<file path="src/rtl/bus_ctrl_pkg.sv">
// bus_ctrl_pkg: shared FSM states, ID constants and destination decode for the packet bus controller.
package bus_ctrl_pkg;
  typedef enum logic [1:0] {IDLE, GRANT, DELIVER} state_t;
  localparam int ID_W = 8;
  localparam int PKT_MAX = 256;
  localparam logic [ID_W-1:0] BCAST_ID = 8'hFF;
  // Packets are zero-extended to PKT_MAX bits; w is the real packet width.
  function automatic logic [ID_W-1:0] dest_of(input logic [PKT_MAX-1:0] p, input int w);
    return p[w-1 -: ID_W];
  endfunction
endpackage

</file>
<file path="src/rtl/rr_arbiter.sv">
// rr_arbiter: combinational round-robin search for the first request at or above rr_ptr, with wrap-around.
module rr_arbiter #(
  parameter int N = 4
) (
  input  logic [N-1:0]         req,
  input  logic [$clog2(N)-1:0] rr_ptr,
  output logic [$clog2(N)-1:0] gnt_idx,
  output logic                 gnt_valid
);
  always_comb begin
    int t;
    t = 0;
    gnt_idx = '0;
    gnt_valid = 1'b0;
    // Walk from the farthest offset down so the closest request to rr_ptr wins.
    for (int k = N - 1; k >= 0; k--) begin
      t = int'(rr_ptr) + k;
      t = t >= N ? t - N : t;
      if (req[t]) begin
        gnt_idx = ($clog2(N))'(t);
        gnt_valid = 1'b1;
      end
    end
  end
endmodule

</file>
<file path="src/rtl/bus_port_ctrl.sv">
// bus_port_ctrl: round-robin pop of one device packet, then push to its destination(s) or broadcast.
// Optional BUS_DROP_CNT_EN adds a saturating drop_cnt output counting dropped packets.
module bus_port_ctrl
  import bus_ctrl_pkg::*;
#(
  parameter int drvrs = 4,
  parameter int pckg_sz = 16,
  parameter logic [ID_W-1:0] bcast_id = BCAST_ID
) (
  input  logic                       clk,
  input  logic                       reset,
  input  logic [drvrs-1:0]           pndng,
  input  logic [drvrs*pckg_sz-1:0]   D_pop,
  output logic [drvrs-1:0]           pop,
  output logic [drvrs-1:0]           push,
  output logic [pckg_sz-1:0]         D_push,
  output logic                       busy
`ifdef BUS_DROP_CNT_EN
  ,
  output logic [15:0]                drop_cnt
`endif
);
  localparam int PW = $clog2(drvrs);
  state_t state_q, state_d;
  logic [PW-1:0] src_q, src_d, rr_q, rr_d, gnt_idx;
  logic gnt_valid, busy_q, busy_d;
  logic [drvrs-1:0] pop_q, pop_d, push_q, push_d;
  logic [pckg_sz-1:0] pkt_q, pkt_d, cur;
  logic [ID_W-1:0] dest;
  rr_arbiter #(.N(drvrs)) u_arb (
    .req(pndng),
    .rr_ptr(rr_q),
    .gnt_idx(gnt_idx),
    .gnt_valid(gnt_valid)
  );
  assign cur = D_pop[src_q*pckg_sz +: pckg_sz];
  assign dest = dest_of(PKT_MAX'(cur), pckg_sz);
  // Push is decoded straight from D_pop in GRANT so it can be registered for the DELIVER cycle.
  always_comb begin
    state_d = state_q;
    src_d = src_q;
    rr_d = rr_q;
    pkt_d = pkt_q;
    pop_d = '0;
    push_d = '0;
    case (state_q)
      IDLE: if (gnt_valid) begin
        state_d = GRANT;
        src_d = gnt_idx;
        pop_d = drvrs'(1) << gnt_idx;
      end
      GRANT: begin
        state_d = DELIVER;
        pkt_d = cur;
        rr_d = src_q == PW'(drvrs - 1) ? '0 : src_q + 1'b1;
        push_d = dest == bcast_id ? ~(drvrs'(1) << src_q) :
                 (int'(dest) < drvrs && int'(dest) != int'(src_q)) ? drvrs'(1) << dest : '0;
      end
      default: state_d = IDLE;
    endcase
    busy_d = state_d != IDLE;
  end
  always_ff @(posedge clk or posedge reset) begin
    if (reset) begin
      state_q <= IDLE;
      src_q <= '0;
      rr_q <= '0;
      pkt_q <= '0;
      pop_q <= '0;
      push_q <= '0;
      busy_q <= 1'b0;
    end else begin
      state_q <= state_d;
      src_q <= src_d;
      rr_q <= rr_d;
      pkt_q <= pkt_d;
      pop_q <= pop_d;
      push_q <= push_d;
      busy_q <= busy_d;
    end
  end
  assign pop = pop_q;
  assign push = push_q;
  assign D_push = pkt_q;
  assign busy = busy_q;
`ifdef BUS_DROP_CNT_EN
  logic [15:0] drop_cnt_q;
  always_ff @(posedge clk or posedge reset) begin
    if (reset) drop_cnt_q <= '0;
    else if (state_q == DELIVER && push_q == '0 && drop_cnt_q != 16'hFFFF) drop_cnt_q <= drop_cnt_q + 16'd1;
  end
  assign drop_cnt = drop_cnt_q;
`endif
endmodule

</file>
<file path="config.mk">
export PLATFORM = sky130hd
export DESIGN_NAME = bus_port_ctrl
export DESIGN_NICKNAME = d
export VERILOG_FILES = /design/src/rtl/bus_ctrl_pkg.sv /design/src/rtl/rr_arbiter.sv /design/src/rtl/bus_port_ctrl.sv
export SDC_FILE = /design/constraint.sdc
export NUM_CORES = 1
export LEC_CHECK = 0
export ABC_AREA = 1
export BUFFER_PORTS_ARGS = -buffer_cell sky130_fd_sc_hd__buf_2
export CAP_MARGIN = 20
export CORE_MARGIN = 5
export CORE_UTILIZATION = 50
export CTS_CLUSTER_SIZE = 30
export DETAILED_ROUTE_END_ITERATION = 16
export GPL_ROUTABILITY_DRIVEN = 0
export PLACE_DENSITY = 0.9
export SYNTH_ARGS = -nofsm -noshare
export SYNTH_HDL_FRONTEND = slang
export SYNTH_SLANG_ARGS = --single-unit
export TNS_END_PERCENT = 30
</file>
<file path="constraint.sdc">
create_clock -name clk -period 2.8 [get_ports clk]
set_input_delay 0.56 -clock clk [delete_from_list [all_inputs] [get_ports clk]]
set_output_delay 0.56 -clock clk [all_outputs]
set_load 0.1 [all_outputs]
</file>
==> results of run 1 <==
power groups by stage:
stage / Sequential [W] / Combinational [W] / Clock, W
final: 0.000750 / 0.00257 / 0.000352
after global routing: 0.000775 / 0.00282 / 0.000378
after CTS: 0.000749 / 0.00259 / 0.000356
after detailed placement: 0.000750 / 0.00258 / 0
after global placement: 0.000751 / 0.00254 / 0
after floorplan: 0.00177 / 0.00116 / 0
metal layers:
metal  wire length [um]  GRT usage  vias up  part of all wire
met3                410    0.05923       10             0.081
met5                  0          0        -                 0
li1                   -          -     1114                 -
met1               2159     0.2585      961              0.43
met2               2407     0.3376       72              0.48
met4                 70    0.06762        0             0.014
worst max path at each step:
stage              from  endpoint
6_report       src_q[0]   push[3]
5_1_grt        src_q[0]   push[3]
4_1_cts        src_q[0]   push[3]
3_5_place_dp   src_q[0]   push[3]
3_3_place_gp   src_q[0]   push[3]
2_1_floorplan  src_q[0]   rr_q[1]
cells by family (layout without fill, tap and decap cells):
family,Yosys count,in the layout
compound gates,52,52
fa+ha+maj,4,4
buf+inv,31,122
flops,31,31
simple gates,172,172
cell usage in the layout (no fill, tap or decap), drive strengths merged:
cell type  instances
o21bai             1
ha                 4
nand4              1
o21ai             36
buf               98
a21oi              6
clkbuf             6
dfrtp             31
nor3               2
a31oi              9
nand2             85
inv               17
and2               1
clkinv             1
nand3             23
nor2              60
registers in the layout, indices dropped and copies added (netlist names):
register  flops
push          4
rr_q          2
D_push       16
pop           4
state_q       2
src_q         2
busy          1
worst max-delay path: cells and delay by family (launching register included):
family / cells / cell delay (ns)
and+or+nand+nor: 6 / 0.68
AOI/OAI and AO/OA: 3 / 0.32
buffers and inverters: 1 / 0.33
DFF: 1 / 0.40
through the flow:
| stage | setup slack, ns | hold slack [ns] | instances | cell area (um^2) | utilization |
|---|---|---|---|---|---|
| CTS | 0.9438 | 0.3511 | 431 | 2556 | 0.6484 |
| finish | 0.9430 | 0.3410 | 431 | 2556 | 0.6484 |
| global route | 0.7223 | 0.3971 | 431 | 2556 | 0.6484 |
| detailed placement | 0.9540 | 0.4718 | 424 | 2469 | 0.6262 |
| floorplan | 1.258 | 0.5576 | 290 | 1994 | - |
| global placement | 1.078 | 0.4660 | 424 | 2469 | 0.6262 |
final cells by class:
cell class                      count  area [um^2]  area share
Tap cell                           50        62.56     0.02447
Multi-Input combinational cell    228         1064      0.4161
Inverter                           17        66.31     0.02594
Timing Repair Buffer               98        500.5      0.1958
Clock inverter                      1        5.005    0.001958
Clock buffer                        6        82.58     0.03231
Sequential cell                    31        775.7      0.3035
==> results.py, run 1 <==
metrics = {
    "layout": {
        "synthToLayoutAreaGrowth_pct": 28.17,
        "fillCellCount": 346,
        "diodes": 0,
        "final_layout_size_suffix_gt1_frac": 0.3255,
        "nets": 455,
    },
    "critical_path": {
        "cpPeakStageDelay_ns": 0.40,
        "critPathKind": "reg -> reg",
        "rr_endpoint": "push[3]",
        "worstSetupStartpointType": "flip-flop",
        "worst_path_max_delay_cell": "dfrtp_1",
        "critPathMaxFanout": 35,
        "crit_path_end_kind": "flip-flop",
        "r2r.worst_path.cells": 10,
        "required_ns": 2.97,
        "r2r_slack_ns": 0.94,
        "r2r-start": "src_q[0]",
        "cp.arrival_ns": 2.02,
        "path_cells": "buf_4 -> nor2_1 -> nor2_1 -> o21ai_0 -> nand2_1 -> nand2_1 -> nor2_2 -> nand2_2 -> o21ai_1 -> a21oi_1",
    },
    "yosys": {
        "synthesis.nets": 364,
        "synth-edff-count": 0,
        "synth-compound-area-share": 0.1374,
        "synth_top_family_by_area": "simple AND/OR/NAND/NOR gates",
        "synth_top_cell_by_area": "dfrtp_1",
        "ys_seq_area_frac": 0.3890,
        "synth_xor_xnor_area_share": 0,
        "synth-seq-cells": 31,
        "synth_most_common_cell": "nand2_1",
        "post-synth-top-area-fraction": 0.3890,
        "synth-warning-count": 0,
        "synth_cells": 290,
        "avgSynthCellArea_um2": 6.877,
        "synth_area_leaders": "dfrtp_1 (39%), nand2_1 (14%), nor2_1 (10%)",
        "synth_area_um2": 1994,
        "ys_top_cells_by_count": "nand2_1 (76), nor2_1 (54), dfrtp_1 (31), o21ai_0 (31), nand3_1 (21)",
        "synth_fa_ha_area_frac": 0.02509,
        "ys_types": 25,
        "synth-simple-area-share": 0.3708,
        "synth-async-reset-ratio": 1.000,
        "synth.area.mux_share": 0,
        "ys.flop_type": "dfrtp_1",
    },
    "place": {
        "io_buffers": 94,
        "dp_hpwl_um": 3885,
    },
    "timing": {
        "period_share": 0.6632,
        "fin_tns_setup_ns": 0,
        "tightestPinTransition_ns": 0.4939,
        "max-slew-margin-rel": 0.6730,
        "finalMaxSlewViolations": 0,
        "setup_viol": 0,
        "finalClockSkew_ns": 0.003472,
        "fmax_mhz": 538.5,
        "rsz0062_at_grt": "no",
        "hold_viol_final": 0,
        "finalCriticalPeriod_ns": 1.857,
    },
    "clock_network": {
        "cts_buffers": 5,
        "h-tree-depth": 2,
        "clkLatencyLatePin_ns": 0.28,
        "postCtsHoldBufs": 0,
        "cts_resized": 0,
        "cts_tree": "yes",
        "postCtsSetupRepairBufs": 0,
        "clockBufferDepth": 2,
        "cts.sinks": 31,
        "cts_root_buf": "clkbuf_8",
        "clkTransAtPathRegs_ns": 0.06,
    },
    "routing": {
        "dr.pass1.iters": 4,
        "drc": 0,
        "drtIter0Drc": 126,
        "postRouteAntennaNets": 0,
        "routedWlPerCell_um": 11.71,
        "routed_wl_um": 5048,
        "vias": 2157,
        "vias_per_cell": 5.005,
    },
    "flow_run": {
        "cap_violations": 0,
    },
    "status": {
        "status": "complete, no violations",
    },
    "power_and_ir_drop": {
        "power_w": 0.003675,
        "power_density_nw_per_um2": 1438,
        "netSwitchingFraction": 0.6238,
        "seqPwrFrac": 0.204,
        "power_switching_w": 0.002292,
        "pwr-share-comb": 0.700,
        "ir_drop_mv": 0.8514,
        "leakagePower_nw": 1.379,
        "intPower_w": 0.001382,
        "clockPowerShare": 0.096,
    },
    "hold_path": {
        "hold_path.class": "in -> async",
    },
    "grt": {
        "gr-usage-all-layers": 0.2055,
        "grt_pass1_vias": 2022,
        "antenna_found_initial": 0,
        "grt_pass1_wl_um": 8556,
        "grt_max_degree": 38,
        "grt-ovfl-total": 0,
    },
    "floorplanning": {
        "dieHeight_um": 73.16,
        "ios": 95,
        "rows": 23,
        "core_area_um2": 3943,
        "dieArea_um2": 5352,
        "die_w_um": 73.16,
        "initial_core_util": 0.5059,
    },
}
Power figures use the tool's default switching activity.
==> run 2: changes to the inputs <==
--- a/config.mk
+++ b/config.mk
@@ -9,11 +9,11 @@
 export BUFFER_PORTS_ARGS = -buffer_cell sky130_fd_sc_hd__buf_2
 export CAP_MARGIN = 20
 export CORE_MARGIN = 5
-export CORE_UTILIZATION = 50
+export CORE_UTILIZATION = 42
 export CTS_CLUSTER_SIZE = 30
 export DETAILED_ROUTE_END_ITERATION = 16
 export GPL_ROUTABILITY_DRIVEN = 0
-export PLACE_DENSITY = 0.9
+export PLACE_DENSITY = 0.81
 export SYNTH_ARGS = -nofsm -noshare
 export SYNTH_HDL_FRONTEND = slang
 export SYNTH_SLANG_ARGS = --single-unit
==> constraint.sdc (replaced) <==
create_clock -name clk -period 1.6 [get_ports clk]
set_input_delay 0.32 -clock clk [delete_from_list [all_inputs] [get_ports clk]]
set_output_delay 0.32 -clock clk [all_outputs]
set_load 0.1 [all_outputs]
==> results.py, run 2 (synthesis gave the netlist of run 1 again) <==
metrics = {
    "hold_path": {
        "hold_path.class": "in -> async",
    },
    "power_and_ir_drop": {
        "ir_drop_mv": 1.164,
        "power_density_nw_per_um2": 2544,
        "pwr-share-comb": 0.726,
        "leakagePower_nw": 1.464,
        "seqPwrFrac": 0.191,
        "intPower_w": 0.002765,
        "clockPowerShare": 0.083,
        "netSwitchingFraction": 0.6055,
        "power_switching_w": 0.004244,
    },
    "layout": {
        "final_layout_size_suffix_gt1_frac": 0.3985,
        "largest_reg_flops": 16,
        "final_common_cell": "buf_2",
        "utilization": 0.5911,
        "fillCellCount": 409,
        "diodes": 0,
        "final_cells": 453,
        "final_cell_mix": "buf_2 (94), nand2_1 (68), nor2_1 (52)",
        "synthToLayoutAreaGrowth_pct": 38.14,
        "nets": 472,
    },
    "timing": {
        "max-slew-margin-rel": 0.6726,
        "hold_viol_final": 0,
        "fin_tns_setup_ns": 0,
        "fin_ws_ns": 0.003923,
        "rsz0062_at_grt": "yes",
        "finalClockSkew_ns": 0.001808,
        "setup_viol": 0,
        "finalCriticalPeriod_ns": 1.596,
        "fmax_mhz": 626.5,
        "tightestPinTransition_ns": 0.4946,
        "period_share": 0.9975,
        "finalMaxSlewViolations": 0,
    },
    "clock_network": {
        "cts.sinks": 31,
        "cts_root_buf": "clkbuf_8",
        "clkTransAtPathRegs_ns": 0.06,
        "h-tree-depth": 2,
        "cts_tree": "yes",
        "postCtsHoldBufs": 0,
        "clockBufferDepth": 2,
        "cts_buffers": 5,
        "clkLatencyLatePin_ns": 0.28,
    },
    "critical_path": {
        "cpPeakStageDelay_ns": 0.46,
        "r2r-start": "src_q[0]",
        "r2r_slack_ns": 0.004,
        "cp.arrival_ns": 1.79,
        "worst_path_max_delay_cell": "dfrtp_2",
        "path_cells": "buf_6 -> nand2_1 -> nand3_1 -> nand2_2 -> nand2_2 -> nor2_4 -> nand2_2 -> nor2_4 -> nand3_1 -> a21oi_1",
        "worstSetupStartpointType": "flip-flop",
        "critPathMaxFanout": 14,
        "required_ns": 1.80,
        "path_common_cell": "nand2_2",
        "crit_path_end_kind": "flip-flop",
        "r2r.worst_path.cells": 10,
        "rr_endpoint": "push[2]",
        "critPathKind": "reg -> reg",
    },
    "status": {
        "status": "complete, no violations",
    },
    "grt": {
        "grt_pass1_wl_um": 8942,
        "grt_max_degree": 32,
        "grt_pass1_vias": 2130,
        "gr-usage-all-layers": 0.1779,
        "antenna_found_initial": 0,
        "grt-ovfl-total": 0,
    },
    "place": {
        "io_buffers": 94,
        "dp_hpwl_um": 4374,
        "placed_cells": 443,
        "dp_slack_ns": -0.05624,
    },
    "routing": {
        "routedWlPerCell_um": 12.00,
        "vias": 2234,
        "postRouteAntennaNets": 0,
        "drtIter0Drc": 100,
        "dr.pass1.iters": 5,
        "routed_wl_um": 5435,
        "vias_per_cell": 4.932,
        "drc": 0,
    },
    "floorplanning": {
        "initial_core_util": 0.4279,
        "ios": 95,
        "die_w_um": 78.91,
        "rows": 25,
        "dieArea_um2": 6227,
        "dieHeight_um": 78.91,
        "core_area_um2": 4661,
    },
    "flow_run": {
        "cap_violations": 0,
    },
}
[run 2: worst max-delay path by stage]
stage	startpoint	endpoint	slack, ns	cells after the start
finish	src_q[0]	push[2]	0.004	10
global placement	rr_q[0]	src_q[0]	0.01	13
CTS	src_q[0]	push[2]	-0.002	10
detailed placement	src_q[0]	push[3]	-0.06	9
global route	src_q[0]	push[3]	-0.15	10
floorplan	src_q[0]	rr_q[1]	0.06	8
[run 2: final cells by class]
| class | instances | area, um^2 | share of cell area |
|---|---|---|---|
| Multi-Input combinational cell | 228 | 1117 | 0.4055 |
| Sequential cell | 31 | 778.2 | 0.2825 |
| Clock buffer | 7 | 76.32 | 0.02770 |
| Inverter | 17 | 71.32 | 0.02589 |
| Tap cell | 54 | 67.56 | 0.02452 |
| Clock inverter | 1 | 5.005 | 0.001817 |
| Timing Repair Buffer | 115 | 639.4 | 0.2321 |
[run 2: worst max-delay path, delay by kind of cell (launching register included)]
kind / cells / cell delay (ns)
AND/OR/NAND/NOR: 8 / 0.72
AO/OA/AOI/OAI: 1 / 0.15
flip-flops: 1 / 0.46
buffers and inverters: 1 / 0.17
[run 2: what timing repair did]
action,in CTS,in global routing
pin swaps,0,7
buffers inserted,0,2
setup endpoints to repair,5,10
resized for setup,7,24
[run 2: routing by layer]
layer,track usage,share of wire
met1,0.2049,0.40
met2,0.3132,0.51
met3,0.04989,0.077
met4,0.06701,0.019
met5,0,0
[run 2: power groups by stage]
| stage | combinational (W) | clock (W) | sequential, W |
|---|---|---|---|
| after floorplan | 0.00204 | 0 | 0.00310 |
| after global placement | 0.00475 | 0 | 0.00132 |
| after detailed placement | 0.00483 | 0 | 0.00134 |
| after CTS | 0.00486 | 0.000606 | 0.00134 |
| after global routing | 0.00550 | 0.000638 | 0.00139 |
| final | 0.00509 | 0.000581 | 0.00134 |
[run 2: stage by stage]
step                hold WS (ns)  power (W)  instance area (um^2)
CTS                       0.1166   0.006810                  2683
finish                    0.1044   0.007010                  2755
floorplan                 0.4235   0.005134                  1994
detailed placement        0.4175   0.006168                  2586
global placement          0.4149   0.006070                  2586
global route              0.1449   0.007525                  2755
==> run 3: changes to the inputs <==
--- a/config.mk
+++ b/config.mk
@@ -13,6 +13,7 @@
 export CTS_CLUSTER_SIZE = 30
 export DETAILED_ROUTE_END_ITERATION = 16
 export GPL_ROUTABILITY_DRIVEN = 0
+export MAX_ROUTING_LAYER = met4
 export PLACE_DENSITY = 0.81
 export SYNTH_ARGS = -nofsm -noshare
 export SYNTH_HDL_FRONTEND = slang
==> results.py, run 3 (synthesis gave the netlist of run 1 again) <==
metrics = {
    "critical_path": {
        "setup.worst_path.start": "src_q[0]",
        "rr_endpoint": "push[3]",
        "r2r-start": "src_q[0]",
        "cpPeakStageDelay_ns": 0.50,
        "cp_top_family": "simple AND/OR/NAND/NOR gates",
        "path_buf_inv": 3,
        "cp.arrival_ns": 2.00,
        "cp.depth": 11,
        "r2r.worst_path.cells": 11,
        "worst_path_max_delay_cell": "dfrtp_2",
        "r2r_slack_ns": -0.20,
        "critPathMaxFanout": 8,
        "crit_path_end_kind": "flip-flop",
        "critPathKind": "reg -> reg",
        "required_ns": 1.80,
        "worstSetupStartpointType": "flip-flop",
        "path_cells": "inv_8 -> buf_8 -> nand2_1 -> nand3_1 -> nand2_2 -> nand2_1 -> inv_1 -> nand2_2 -> nor2_4 -> nand3_2 -> a21oi_2",
        "crit_end": "push[3]",
    },
    "timing": {
        "fmax_mhz": 556.8,
        "finalCriticalPeriod_ns": 1.796,
        "holdWs_ns": 0.1049,
        "period_share": 1.123,
        "rsz0062_at_grt": "yes",
        "fin_ws_ns": -0.1961,
        "finalMaxSlewViolations": 0,
        "fin_tns_setup_ns": -0.6408,
        "setup_viol": 4,
        "hold_viol_final": 0,
        "finalClockSkew_ns": 0.004984,
        "max-slew-margin-rel": 0.6724,
        "tightestPinTransition_ns": 0.4949,
    },
    "grt": {
        "met3_usage": 0.04082,
        "gr-usage-all-layers": 0.1828,
        "grt_pass1_wl_um": 8956,
        "grt_use_met1": 0.2106,
        "antenna_found_initial": 0,
        "grt-ovfl-total": 0,
        "gr-usage-met2": 0.3132,
        "grt_max_degree": 32,
        "busiest_layer": "met2",
        "grt_pass1_vias": 2129,
    },
    "clock_network": {
        "cts_buffers": 5,
        "clockBufferDepth": 2,
        "postCtsHoldBufs": 0,
        "clkTransAtPathRegs_ns": 0.07,
        "cts.sinks": 31,
        "h-tree-depth": 2,
        "cts_tree": "yes",
        "clkLatencyLatePin_ns": 0.28,
        "cts_root_buf": "clkbuf_8",
    },
    "power_and_ir_drop": {
        "power_switching_w": 0.004561,
        "leakagePower_nw": 1.589,
        "ir_drop_mv": 1.404,
        "netSwitchingFraction": 0.5952,
        "seqPwrFrac": 0.177,
        "power_density_nw_per_um2": 2543,
        "clockPowerShare": 0.077,
        "intPower_w": 0.003102,
        "pwr-share-comb": 0.746,
    },
    "status": {
        "status": "finished with violations",
        "violations": "negative setup slack",
    },
    "routing": {
        "drtIter0Drc": 141,
        "routedWlPerCell_um": 13.96,
        "postRouteAntennaNets": 0,
        "vias": 2389,
        "drc": 0,
        "routed_wl_um": 6476,
        "vias_per_cell": 5.149,
        "dr.pass1.iters": 4,
    },
    "place": {
        "placed_cells": 443,
        "io_buffers": 94,
        "dp_hpwl_um": 4374,
    },
    "floorplanning": {
        "ios": 95,
        "initial_core_util": 0.4279,
        "dieHeight_um": 78.91,
        "core_area_um2": 4661,
        "dieArea_um2": 6227,
        "rows": 25,
        "die_w_um": 78.91,
    },
    "layout": {
        "largest_reg_flops": 16,
        "fillCellCount": 358,
        "final_common_cell": "buf_2",
        "nets": 483,
        "synthToLayoutAreaGrowth_pct": 51.07,
        "final_cell_mix": "buf_2 (94), nand2_1 (58), nor2_1 (52)",
        "final_layout_size_suffix_gt1_frac": 0.4707,
        "diodes": 0,
        "final_cells": 464,
    },
    "flow_run": {
        "cap_violations": 0,
    },
    "hold_path": {
        "hold_path.class": "in -> async",
    },
}
-- run 3: cell count changes in the layout (fill, tap and decap cells not counted), moves of 3 or more --
cell	previous run	this run
nand3_1	21	13
nand2_1	68	58
buf_4	18	22
nand2_4	0	4
nand2_2	17	23
buf_8	0	3
nand3_2	2	10
-- run 3: tightest hold or removal path, stage by stage --
cell and delay [ns]:
buf_2 0.09, inv_1 0.04, buf_4 0.34
-- run 3: metal layers --
metal	routed length, um	share of wire	up-vias
met3	417	0.064	21
met1	2520	0.39	1072
met4	161	0.025	0
met5	0	0	-
li1	-	-	1176
met2	3376	0.52	120
-- run 3: timing repair --
item | in CTS | in global routing
gates resized for setup | 7 | 63
endpoints found under the setup margin | 5 | 10
pin swaps | 0 | 22
gates cloned | 0 | 2
setup buffers | 0 | 11
-- run 3: worst min-delay path by stage --
stage | from | end | slack, ns | cells after the start
after detailed placement | reset | pop[3] | 0.42 | 3
after CTS | reset | D_push[14] | 0.12 | 3
after floorplan | reset | D_push[0] | 0.42 | 1
final | reset | pop[3] | 0.10 | 3
after global placement | reset | pop[3] | 0.41 | 3
after global routing | reset | pop[2] | 0.14 | 3
-- run 3: cell type report --
class,instances,area (um^2),area share
sequential,31,778.2,0.2583
multi-input combinational,228,1225,0.4066
timing repair buffer,126,787.0,0.2612
tap,54,67.56,0.02243
clock inverter,1,5.005,0.001661
inverter,17,73.82,0.02450
clock buffer,7,76.32,0.02533
-- run 3: power groups by stage --
stage	combinational, W	sequential (W)	clock [W]
finish	0.00572	0.00136	0.000589
global route	0.00610	0.00140	0.000638
CTS	0.00486	0.00134	0.000606
detailed placement	0.00483	0.00134	0
global placement	0.00475	0.00132	0
floorplan	0.00204	0.00310	0
-- run 3: through the flow --
step	area [um^2]	utilization	setup slack [ns]	total power, W
floorplan	1994	-	0.05826	0.005134
global placement	2586	0.5549	0.01485	0.006070
detailed placement	2586	0.5549	-0.05624	0.006168
CTS	2683	0.5756	-0.002038	0.006810
global route	3013	0.6464	-0.2865	0.008135
finish	3013	0.6464	-0.1961	0.007663
